--- config.mk ---
export PLATFORM = sky130hd
export DESIGN_NAME = hazard_scoreboard
export DESIGN_NICKNAME = d
export VERILOG_FILES = /design/src/rtl/hazard_scoreboard.sv
export SDC_FILE = /design/constraint.sdc
export NUM_CORES = 1
export LEC_CHECK = 0
export CORE_UTILIZATION = 52
export DETAILED_ROUTE_END_ITERATION = 6
export GPL_TIMING_DRIVEN = 0
export PLACE_DENSITY = 0.95
export SLEW_MARGIN = 20
export SYNTH_ARGS = -nofsm -noshare
export SYNTH_HDL_FRONTEND = slang
export SYNTH_SLANG_ARGS = --single-unit
export TNS_END_PERCENT = 30
--- constraint.sdc ---
create_clock -name clk -period 8.4 [get_ports clk]
set_input_delay 1.68 -clock clk [delete_from_list [all_inputs] [get_ports clk]]
set_output_delay 1.68 -clock clk [all_outputs]
set_load 0.1 [all_outputs]
--- src/rtl/hazard_scoreboard.sv ---
// Stall controller for the pipelined MIPS core: scoreboard of pending writes plus MD busy counter.
// Optional HAZARD_STALL_CNT_EN macro adds a 32-bit stall-cycle counter on stall_cnt.
module hazard_scoreboard #(
    parameter int unsigned NUM_STAGES = 3,
    parameter int unsigned WIDTH_T    = 3,
    parameter int unsigned MUL_CYCLES = 5,
    parameter int unsigned DIV_CYCLES = 10
) (
    input  logic               clk,
    input  logic               reset,
    input  logic               valid_id,
    input  logic [4:0]         addr_rs_id,
    input  logic [4:0]         addr_rt_id,
    input  logic [WIDTH_T-1:0] tuse_rs_id,
    input  logic [WIDTH_T-1:0] tuse_rt_id,
    input  logic [4:0]         wr_addr_id,
    input  logic [WIDTH_T-1:0] tnew_id,
    input  logic               md_start_id,
    input  logic               md_div_id,
    input  logic               md_use_id,
    output logic               stall_pc,
    output logic               stall_if,
    output logic               clr_ex,
    output logic               md_busy,
    output logic [31:0]        stall_cnt
);

    localparam logic [WIDTH_T-1:0] TUSE_INF = '1;
    localparam int unsigned MD_MAX = (MUL_CYCLES > DIV_CYCLES) ? MUL_CYCLES : DIV_CYCLES;
    localparam int unsigned MD_W   = $clog2(MD_MAX + 1);
    localparam logic [MD_W-1:0] MUL_LOAD = MD_W'(MUL_CYCLES);
    localparam logic [MD_W-1:0] DIV_LOAD = MD_W'(DIV_CYCLES);

    logic [4:0]         sb_addr [NUM_STAGES];
    logic [WIDTH_T-1:0] sb_tnew [NUM_STAGES];
    logic [MD_W-1:0]    md_cnt;
    logic               hz_rs;
    logic               hz_rt;
    logic               stall;
    logic               accept;

    function automatic logic [WIDTH_T-1:0] sat_dec(input logic [WIDTH_T-1:0] v);
        return (v == '0) ? v : v - WIDTH_T'(1);
    endfunction

    // Any matching entry may raise a hazard; younger entries never mask older ones.
    always_comb begin
        hz_rs = 1'b0;
        hz_rt = 1'b0;
        for (int k = 0; k < NUM_STAGES; k++) begin
            if (sb_addr[k] != 5'd0 && sb_addr[k] == addr_rs_id &&
                tuse_rs_id != TUSE_INF && sb_tnew[k] > tuse_rs_id) begin
                hz_rs = 1'b1;
            end
            if (sb_addr[k] != 5'd0 && sb_addr[k] == addr_rt_id &&
                tuse_rt_id != TUSE_INF && sb_tnew[k] > tuse_rt_id) begin
                hz_rt = 1'b1;
            end
        end
    end

    assign md_busy  = (md_cnt != '0);
    assign stall    = !reset && valid_id && (hz_rs || hz_rt || (md_use_id && md_busy));
    assign accept   = valid_id && !stall;
    assign stall_pc = stall;
    assign stall_if = stall;
    assign clr_ex   = stall;

    always_ff @(posedge clk or posedge reset) begin
        if (reset) begin
            for (int k = 0; k < NUM_STAGES; k++) begin
                sb_addr[k] <= 5'd0;
                sb_tnew[k] <= '0;
            end
        end else begin
            sb_addr[0] <= accept ? wr_addr_id : 5'd0;
            sb_tnew[0] <= accept ? sat_dec(tnew_id) : '0;
            for (int k = 1; k < NUM_STAGES; k++) begin
                sb_addr[k] <= sb_addr[k-1];
                sb_tnew[k] <= sat_dec(sb_tnew[k-1]);
            end
        end
    end

    always_ff @(posedge clk or posedge reset) begin
        if (reset) begin
            md_cnt <= '0;
        end else if (accept && md_start_id) begin
            md_cnt <= md_div_id ? DIV_LOAD : MUL_LOAD;
        end else if (md_cnt != '0) begin
            md_cnt <= md_cnt - MD_W'(1);
        end
    end

`ifdef HAZARD_STALL_CNT_EN
    logic [31:0] stall_cnt_q;

    always_ff @(posedge clk or posedge reset) begin
        if (reset) begin
            stall_cnt_q <= 32'd0;
        end else if (stall) begin
            stall_cnt_q <= stall_cnt_q + 32'd1;
        end
    end

    assign stall_cnt = stall_cnt_q;
`else
    assign stall_cnt = 32'd0;
`endif

endmodule
==> results.ini <==
[drt]
viasPerCell=4.94
routed_wirelength_um=4540
ant_nets=0
via_count=1715
drt-initial-drc-count=83
firstDrtPassIters=4
drc=0
routedWlPerCell_um=13.1

[finish]
design_area_um2=2830
fin_nets=356
area_delta_synth_final_pct=25.8
drive_gt1_share_pct=14.5
final_util_pct=69.3
diodes=0

[clock_network]
clockRootBuffer=clkbuf_8
postCtsSetupBuffers=0
cts.sinks=28
clock_latency_ns=0.27
clockBufferDepth=2
cts_made_buffers=3
ctsHoldBuffers=0
path_clk_slew_ns=0.10
postCtsResizedCells=0
cts_tree=yes
cts.htree.levels=1

[synth]
ys_seq_area_share_pct=31.1
synth.avg_cell_area_um2=9.83
synth_top_area_share_pct=31.1
synth.ff_latch_count=28
synth_common_cells=34 x buf_4, 32 x xnor2_1, 28 x dfrtp_1, 28 x ha_1, 23 x inv_1
syn_inst=229
synth_flop_cell=dfrtp_1
yosys_warnings=0
synthTopCellsByArea=dfrtp_1 31%, ha_1 16%, xnor2_1 12%
yosysMostFrequentCell=buf_4
synth_edf_count=0
synthArstFlopShare_pct=100
synth.distinct_cells=33
mappedNetlistArea_um2=2250
synth_top_cell_by_area=dfrtp_1

[sta]
max_slew_margin_pct=34.1
rsz0062_at_grt=no
period_needed_ns=6.90
setup_tns_ns=0
maxSlewViolCount=0
tightest_slew_ns=0.983
timing.fmax_ghz=0.145
clock_skew_ns=0.00800
hold_viol_final=0
setup_violations=0
hold_slack_ns=0.466
finalCritPeriodShare_pct=82.2

[critical_path]
cp_max_fo=9
end_kind=primary output
cp_num_buf_inv=4
start_kind=input pin
path_depth=10
crit_slowest_cell=clkdlybuf4s50_1
path_delay_family=buffers and inverters
worstPathCellList=clkdlybuf4s50_1 > inv_1 > ha_1 > a311o_1 > or4_1 > nand4_2 > o21a_2 > and2_1 > buf_4 > clkdlybuf4s50_1
crit_top_cell=clkdlybuf4s50_1
max_stage_delay_ns=1.12
r2r_cells=8
criticalPathCategory=input pin to primary output
worstPathRequired_ns=6.72
arrival_ns=5.22

[power_and_ir_drop]
peakVddDrop_uv=111
power_leakage_nw=1.44
power-per-cell-area_nw_per_um2=198
p_total_uw=561

[global_routing]
overflow=0
grt_pass1_wl_um=7020
grt_pass1_vias=1634
grt.total_usage_pct=20.6
grt_max_degree=30
antenna_found_initial=0

[outcome]
status=finished clean

[die]
start_util_pct=55.1
io_pins=66
die_area_um2=4600
die_w_um=67.8
core_area_um2=4090
rows=23
die_y_um=67.8

[placement]
dp.final_hpwl_um=3760
numPortBuffers=33
place_congestion=0.882
placed_cell_area_um2=2760

[worst_hold_path]
worstHoldPathCells=0
min_path_type=flop to flop

[job]
drv_cap=0

[per-layer routing]
metal / vias up / GRT usage, % / routed length (um)
met5: - / 0 / 0
met3: 8 / 1.86 / 264
met2: 66 / 38.1 / 2320
li1: 844 / - / -
met4: 0 / 4.95 / 72
met1: 797 / 25.4 / 1880
[path summary, 6_finish.rpt]
path / startpoint / slack, ns / endpoint
min in group asynchronous: reset / 1.88 / sb_addr[13]
max in group asynchronous: reset / 6.07 / sb_addr[10]
setup reg to reg: md_cnt[0] / 5.94 / md_cnt[1]
hold / removal: sb_addr[10] / 0.47 / sb_addr[5]
hold reg to reg: sb_addr[10] / 0.47 / sb_addr[5]
setup / recovery: tuse_rt_id[1] / 1.50 / stall_pc
[flip-flops by register name (all words and copies together), names as in the netlist]
| name | cells |
|---|---|
| md_cnt | 4 |
| sb_tnew | 9 |
| sb_addr | 15 |
[layout make-up]
type	count	area (um2)
well taps	50	62.6
multi-input cells	173	1320
repair buffers	33	330
fillers	297	1250
plain buffers	36	263
clock buffers	3	41.3
flip-flops and latches	28	701
inverters	23	86.3
clock inverters	1	30.0
[per-stage QoR]
step / instances / setup slack [ns]
global route: 347 / 1.37
global placement: 343 / 1.58
detailed placement: 343 / 1.54
finish: 347 / 1.50
CTS: 347 / 1.49
floorplan: 260 / 2.32
[cells in the final DEF, fill, tap and decap left out]
master	n
or3_1	1
bufinv_16	1
a21o_1	6
or3b_1	1
mux2i_1	4
mux2_4	2
nor3b_1	3
clkbuf_1	2
nand4_2	1
or4_1	8
dfrtp_1	28
and2_1	1
clkinv_1	1
a21oi_1	7
and3_1	1
and3b_1	5
a31oi_1	1
o21a_1	1
buf_4	34
o21ai_0	1
nor2_1	7
ha_1	28
nand4_1	6
xnor2_1	32
conb_1	32
clkdlybuf4s50_1	33
nor2b_1	2
nand2_1	4
inv_1	22
clkbuf_8	3
o2111ai_1	1
nand3_1	10
o31ai_4	1
xor2_1	3
nor3_1	1
a311o_1	2
o21a_2	1
[where the power goes]
part	switching (mW)	total (mW)	leakage (nW)	internal, mW
logic	0.166	0.274	1.04	0.108
clock network	0.0408	0.105	0.0357	0.0638
registers	0.0230	0.183	0.359	0.160
[cell families after synthesis]
group / after synthesis / share of synthesized area, %
other: 1 / 0.167
adders and majority gates: 28 / 15.6
muxes: 6 / 3.11
buffers and inverters: 59 / 15.5
AOI/OAI and AO/OA: 21 / 7.00
and+or+nand+nor: 51 / 13.9
xor gates and xnor gates: 35 / 13.6
DFF: 28 / 31.1
Power figures use the tool's default switching activity.
